<file path="src/rtl/morse_receiver.sv">
// Morse receiver: samples a serial light line once per time unit and decodes letters A-H.
// Optional HEX glyph output enabled with `define MORSE_RX_SEVENSEG_EN.
module morse_receiver #(
  parameter int TICK_DIV = 25000000
) (
  input  logic       clk,
  input  logic       reset,
  input  logic       morse_in,
  output logic [2:0] letter,
  output logic       letter_valid,
  output logic       error,
`ifdef MORSE_RX_SEVENSEG_EN
  output logic [6:0] hex,
`endif
  output logic       busy
);

  localparam int CW = (TICK_DIV > 2) ? $clog2(TICK_DIV) : 1;
  localparam logic [CW-1:0] TICK_LAST = CW'(TICK_DIV - 1);

  typedef enum logic [1:0] {
    IDLE,
    MARK,
    SPACE
  } state_t;

  state_t      state, state_n;
  logic [CW-1:0] tick_cnt;
  logic        tick;
  logic [3:0]  pattern, pat_n;
  logic [2:0]  elem_cnt, cnt_n;
  logic [2:0]  run_cnt, run_n;
  logic        err, err_n;
  logic        dec_ok, dec_bad;
  logic [2:0]  dec_code;
  logic [3:0]  hit;
  logic        is_dash, elem_bad;
  logic [2:0]  run_inc;

  // Returns {match, code}; element order first->last maps MSB->LSB.
  function automatic logic [3:0] lookup(
    input logic [2:0] n,
    input logic [3:0] p
  );
    logic [3:0] r;
    r = 4'b0000;
    case ({n, p})
      {3'd2, 4'b0001}: r = {1'b1, 3'd0};
      {3'd4, 4'b1000}: r = {1'b1, 3'd1};
      {3'd4, 4'b1010}: r = {1'b1, 3'd2};
      {3'd3, 4'b0100}: r = {1'b1, 3'd3};
      {3'd1, 4'b0000}: r = {1'b1, 3'd4};
      {3'd4, 4'b0010}: r = {1'b1, 3'd5};
      {3'd3, 4'b0110}: r = {1'b1, 3'd6};
      {3'd4, 4'b0000}: r = {1'b1, 3'd7};
      default:         r = 4'b0000;
    endcase
    return r;
  endfunction

  assign tick    = (tick_cnt == TICK_LAST);
  assign hit     = lookup(elem_cnt, pattern);
  assign is_dash = (run_cnt >= 3'd2);
  assign elem_bad = (run_cnt >= 3'd5) || (elem_cnt == 3'd4);
  assign run_inc = (run_cnt == 3'd7) ? 3'd7 : run_cnt + 3'd1;
  assign busy    = (state != IDLE);

  always_ff @(posedge clk) begin
    if (reset) begin
      tick_cnt <= '0;
    end else if (tick) begin
      tick_cnt <= '0;
    end else begin
      tick_cnt <= tick_cnt + CW'(1);
    end
  end

  always_ff @(posedge clk) begin
    if (reset) begin
      state    <= IDLE;
      pattern  <= 4'd0;
      elem_cnt <= 3'd0;
      run_cnt  <= 3'd0;
      err      <= 1'b0;
    end else begin
      state    <= state_n;
      pattern  <= pat_n;
      elem_cnt <= cnt_n;
      run_cnt  <= run_n;
      err      <= err_n;
    end
  end

  always_comb begin
    state_n  = state;
    pat_n    = pattern;
    cnt_n    = elem_cnt;
    run_n    = run_cnt;
    err_n    = err;
    dec_ok   = 1'b0;
    dec_bad  = 1'b0;
    dec_code = 3'd0;
    if (tick) begin
      unique case (state)
        IDLE: begin
          if (morse_in) begin
            state_n = MARK;
            run_n   = 3'd1;
          end
        end
        MARK: begin
          if (morse_in) begin
            run_n = run_inc;
          end else begin
            state_n = SPACE;
            run_n   = 3'd1;
            if (elem_bad) begin
              pat_n   = 4'd0;
              cnt_n   = 3'd0;
              err_n   = 1'b1;
              dec_bad = 1'b1;
            end else begin
              pat_n = {pattern[2:0], is_dash};
              cnt_n = elem_cnt + 3'd1;
            end
          end
        end
        SPACE: begin
          if (morse_in) begin
            // While recovering from an error, light restarts the quiet count.
            if (err) begin
              run_n = 3'd0;
            end else begin
              state_n = MARK;
              run_n   = 3'd1;
            end
          end else if (run_cnt == 3'd2) begin
            state_n = IDLE;
            run_n   = 3'd0;
            pat_n   = 4'd0;
            cnt_n   = 3'd0;
            err_n   = 1'b0;
            if (!err) begin
              dec_ok   = hit[3];
              dec_bad  = !hit[3];
              dec_code = hit[2:0];
            end
          end else begin
            run_n = run_inc;
          end
        end
        default: state_n = IDLE;
      endcase
    end
  end

  always_ff @(posedge clk) begin
    if (reset) begin
      letter       <= 3'd0;
      letter_valid <= 1'b0;
      error        <= 1'b0;
    end else begin
      letter_valid <= dec_ok;
      error        <= dec_bad;
      if (dec_ok) begin
        letter <= dec_code;
      end
    end
  end

`ifdef MORSE_RX_SEVENSEG_EN
  // Active-low segments, bit 6 = g ... bit 0 = a.
  function automatic logic [6:0] glyph(input logic [2:0] c);
    logic [6:0] g;
    g = 7'h7F;
    case (c)
      3'd0:    g = 7'h08;
      3'd1:    g = 7'h03;
      3'd2:    g = 7'h46;
      3'd3:    g = 7'h21;
      3'd4:    g = 7'h06;
      3'd5:    g = 7'h0E;
      3'd6:    g = 7'h42;
      3'd7:    g = 7'h09;
      default: g = 7'h7F;
    endcase
    return g;
  endfunction

  always_ff @(posedge clk) begin
    if (reset) begin
      hex <= 7'h7F;
    end else if (dec_ok) begin
      hex <= glyph(dec_code);
    end else if (dec_bad) begin
      hex <= 7'h7F;
    end
  end
`endif

endmodule
</file>
<file path="config.mk">
export PLATFORM = sky130hd
export DESIGN_NAME = morse_receiver
export DESIGN_NICKNAME = d
export VERILOG_FILES = /design/src/rtl/morse_receiver.sv
export SDC_FILE = /design/constraint.sdc
export NUM_CORES = 1
export LEC_CHECK = 0
export CAP_MARGIN = 10
export CORE_AREA = 2 2 70 72
export CTS_CLUSTER_SIZE = 20
export DETAILED_ROUTE_END_ITERATION = 6
export DIE_AREA = 0 0 72 74
export MAX_ROUTING_LAYER = met4
export PLACE_DENSITY_LB_ADDON = 0.12
export REMOVE_ABC_BUFFERS = 1
export SETUP_SLACK_MARGIN = 0.3
export SLEW_MARGIN = 20
export SYNTH_ARGS = -nofsm -noshare
export SYNTH_HDL_FRONTEND = slang
export SYNTH_SLANG_ARGS = --single-unit
</file>
<file path="constraint.sdc">
create_clock -name clk -period 1.85 [get_ports clk]
set_input_delay 0.185 -clock clk [delete_from_list [all_inputs] [get_ports clk]]
set_output_delay 0.185 -clock clk [all_outputs]
set_load 0.01 [all_outputs]
</file>
==> flow_summary.json <==
{
  "dp_cells": 365,
  "drive_above_1_share_pct": 45.56,
  "num_antenna_cells": 0,
  "ir_worst_vdd_mv": 0.5276,
  "place_congestion": 0.8694,
  "fin_crit_sh_pct": 98.96,
  "seq_area_frac_synth_pct": 35.89,
  "drc": 0,
  "grt_pass1_vias": 1960,
  "finClkSkew_ns": 0.009113,
  "r2r_cells": 8,
  "p_comb_share_pct": 5.8,
  "fp.dieW_um": 72,
  "drt-met1-wl_um": 2750,
  "insertion_delay_ns": 0.30,
  "status": "finished, final reports clean",
  "firstDrtPassIters": 4,
  "worstSetupEndpointType": "flip-flop",
  "vias": 2198,
  "p_total_w": 0.001669,
  "min_from": "letter[1]$_SDFFE_PP0P_",
  "drt_iter0_markers": 115,
  "leakagePower_nw": 1.275,
  "area_delta_synth_final_pct": 45.54,
  "power.switching_w": 0.0004277,
  "cp.arrival_ns": 2.05,
  "root_buffer": "clkbuf_8",
  "grt_antenna_before_repair": 0,
  "cts_tree": "done",
  "maxCapViolations": 0,
  "ys.flop_type": "dfxtp_1",
  "p_per_area_nw_per_um2": 478.1,
  "grt_usage_pct": 21.43,
  "synth_edf_count": 0,
  "seqPwrFrac_pct": 55.7,
  "final_cell_mix": "buf_4 (43), dfxtp_1 (25), xor2_1 (18)",
  "route.antenna.remaining_nets": 0,
  "syn_area_sq_um": 2399,
  "ys_warn_count": 0,
  "wl_per_cell_um": 15.66,
  "rows": 25,
  "clock-sinks": 43,
  "rsz0062_at_grt": "yes",
  "numCtsBuffers": 5,
  "ioPinCount": 9,
  "hold_path_end": "letter[1]$_SDFFE_PP0P_",
  "stdcell_count": 392,
  "path_clk_slew_ns": 0.10,
  "relSlewSlack_pct": 75.85,
  "routed_wl_um": 6138,
  "cp-start-kind": "flip-flop",
  "dr_wl_met3_um": 173,
  "hp-class": "flip-flop to flip-flop",
  "syn_avg_cell_area_sq_um": 8.628,
  "io_buffers": 8,
  "reg2reg_slack_ns": 0.02,
  "grt_max_degree": 26,
  "setup_ws_ns": 0.01917,
  "clockBufferDepth": 2,
  "fmax_mhz": 546.2,
  "hold_buffers": 0,
  "die_area_sq_um": 5328,
  "crit_required_ns": 2.07,
  "core_area_sq_um": 4598,
  "fin_util_pct": 75.92,
  "maxUsedRoutingLayer": "met4",
  "ys_ff_latch": 43,
  "final_common_cell": "buf_4",
  "grt_pass1_wl_um": 8790,
  "synthArstFlopShare_pct": 0,
  "worstMarginPinSlew_ns": 0.3593,
  "crit_fanout": 5,
  "pwr-share-clk_pct": 38.5,
  "setup.worst_path.class": "flip-flop to flip-flop",
  "r2r-end": "err$_SDFFE_PP0P_",
  "dpl.hpwl_um": 3543,
  "dieHeight_um": 74,
  "final.setup.tns_ns": 0,
  "pre_cts_slack_ns": -0.06152,
  "hold_viol_final": 0,
  "fin_crit_ns": 1.831,
  "synth_cells": 278,
  "switching_share_pct": 25.63,
  "initial_utilization_pct": 52.16,
  "hold_depth": 2,
  "viasPerCell": 5.607,
  "h-tree-depth": 2,
  "num-nets-final": 353,
  "ys_types": 46,
  "wl_met2_um": 3112,
  "slew_viol_final": 0,
  "internal-power_w": 0.001241,
  "overflow": 0,
  "r2r-start": "state[1]$_SDFFE_PP0P_",
  "setup_violations": 0
}
-- worst max-delay path, stage by stage (launching register included) --
cell and delay, ns:
dfxtp_4 0.39, buf_6 0.11, ha_4 0.15, and3b_1 0.21, o21ai_2 0.10, nor4_4 0.32
buf_4 0.19, a21oi_2 0.05, a311oi_2 0.22
-- repair_timing --
| item | in CTS | in global routing |
|---|---|---|
| pin swaps | 16 | 33 |
| resized for setup | 45 | 83 |
| endpoints found under the setup margin | 44 | 43 |
| cloned | 0 | 3 |
| setup buffers | 9 | 7 |
| endpoints found under the hold margin | 0 | 0 |
-- cell usage after synthesis (all sizes together) (2+ instances only) --
cell | number | share of area (%)
dfxtp | 43 | 36
clkbuf | 5 | 0.78
a211oi | 4 | 1.3
nor4 | 5 | 3.2
nor3 | 5 | 1.0
and4 | 4 | 1.5
mux2 | 2 | 0.94
a31oi | 2 | 0.52
or3 | 2 | 0.52
o21ai | 9 | 1.9
nand4 | 12 | 3.8
nand3 | 14 | 2.9
and3b | 3 | 1.1
a21oi | 15 | 3.3
xnor2 | 5 | 1.8
o21a | 2 | 0.63
mux2i | 3 | 1.3
nand3b | 3 | 0.94
nor2 | 37 | 5.8
nand2 | 15 | 2.3
ha | 13 | 6.8
a32oi | 2 | 0.73
and3 | 5 | 1.3
nor2b | 5 | 1.3
xor2 | 19 | 6.9
nand2b | 12 | 3.1
inv | 12 | 1.9
buf | 7 | 1.7
-- cell families (layout without fill, tap and decap cells) --
logic type               after synthesis  after routing  synth area share, %
multiplexers                           5              5                2.191
AND/OR/NAND/NOR                      130            130                31.66
flip-flops                            43             43                35.89
XOR/XNOR                              24             24                8.764
buffers and inverters                 24             84                4.382
adder cells (fa/ha/maj)               13             13                6.782
AO/OA/AOI/OAI                         39             39                10.33
-- power groups by stage --
stage | sequential, W | clock, W | combinational [W]
finish | 0.000929 | 0.000643 | 0.0000970
global placement | 0.000955 | 0 | 0.0000606
detailed placement | 0.000955 | 0 | 0.0000601
global route | 0.000930 | 0.000696 | 0.000104
CTS | 0.000929 | 0.000651 | 0.0000625
floorplan | 0.000957 | 0 | 0.0000195
-- stage by stage --
step,instance area [sq um],hold WS (ns)
3_5_place_dp,2776,0.4698
5_1_grt,3491,0.5300
4_1_cts,3090,0.4834
3_3_place_gp,2776,0.4686
2_1_floorplan,2338,0.2529
6_report,3491,0.4963
-- flip-flops by register name, summed over array words and instances, names as in the netlist --
register / count
letter: 3
tick_cnt: 25
err: 1
pattern: 4
state: 2
letter_valid: 1
error: 1
run_cnt: 3
elem_cnt: 3
-- routing by layer --
metal / vias to the layer above / global-route usage, %
li1: 1089 / -
met1: 1060 / 27.21
met2: 37 / 34.26
met3: 12 / 5.014
met4: 0 / 6.289
met5: - / -
-- cell type report --
| cell class | count | area (sq um) |
|---|---|---|
| multi-input combinational | 211 | 1803 |
| sequential | 43 | 895.9 |
| inverter | 12 | 47.55 |
| tap | 54 | 67.56 |
| clock inverter | 3 | 23.77 |
| timing repair buffer | 64 | 584.3 |
| clock buffer | 5 | 68.82 |
| fill | 310 | 1107 |
-- worst max path at each step --
stage | to | cells past startpoint | slack, ns | from
finish | err$_SDFFE_PP0P_ | 8 | 0.02 | state[1]$_SDFFE_PP0P_
global route | elem_cnt[2]$_SDFFE_PP0P_ | 8 | -0.02 | state[1]$_SDFFE_PP0P_
CTS | err$_SDFFE_PP0P_ | 8 | 0.11 | state[1]$_SDFFE_PP0P_
detailed placement | state[0]$_SDFFE_PP0P_ | 6 | -0.06 | morse_in
global placement | state[0]$_SDFFE_PP0P_ | 6 | -0.01 | morse_in
floorplan | err$_SDFFE_PP0P_ | 6 | -0.06 | tick_cnt[0]$_SDFF_PP0_
No activity file was read; power rests on OpenSTA's default activity.
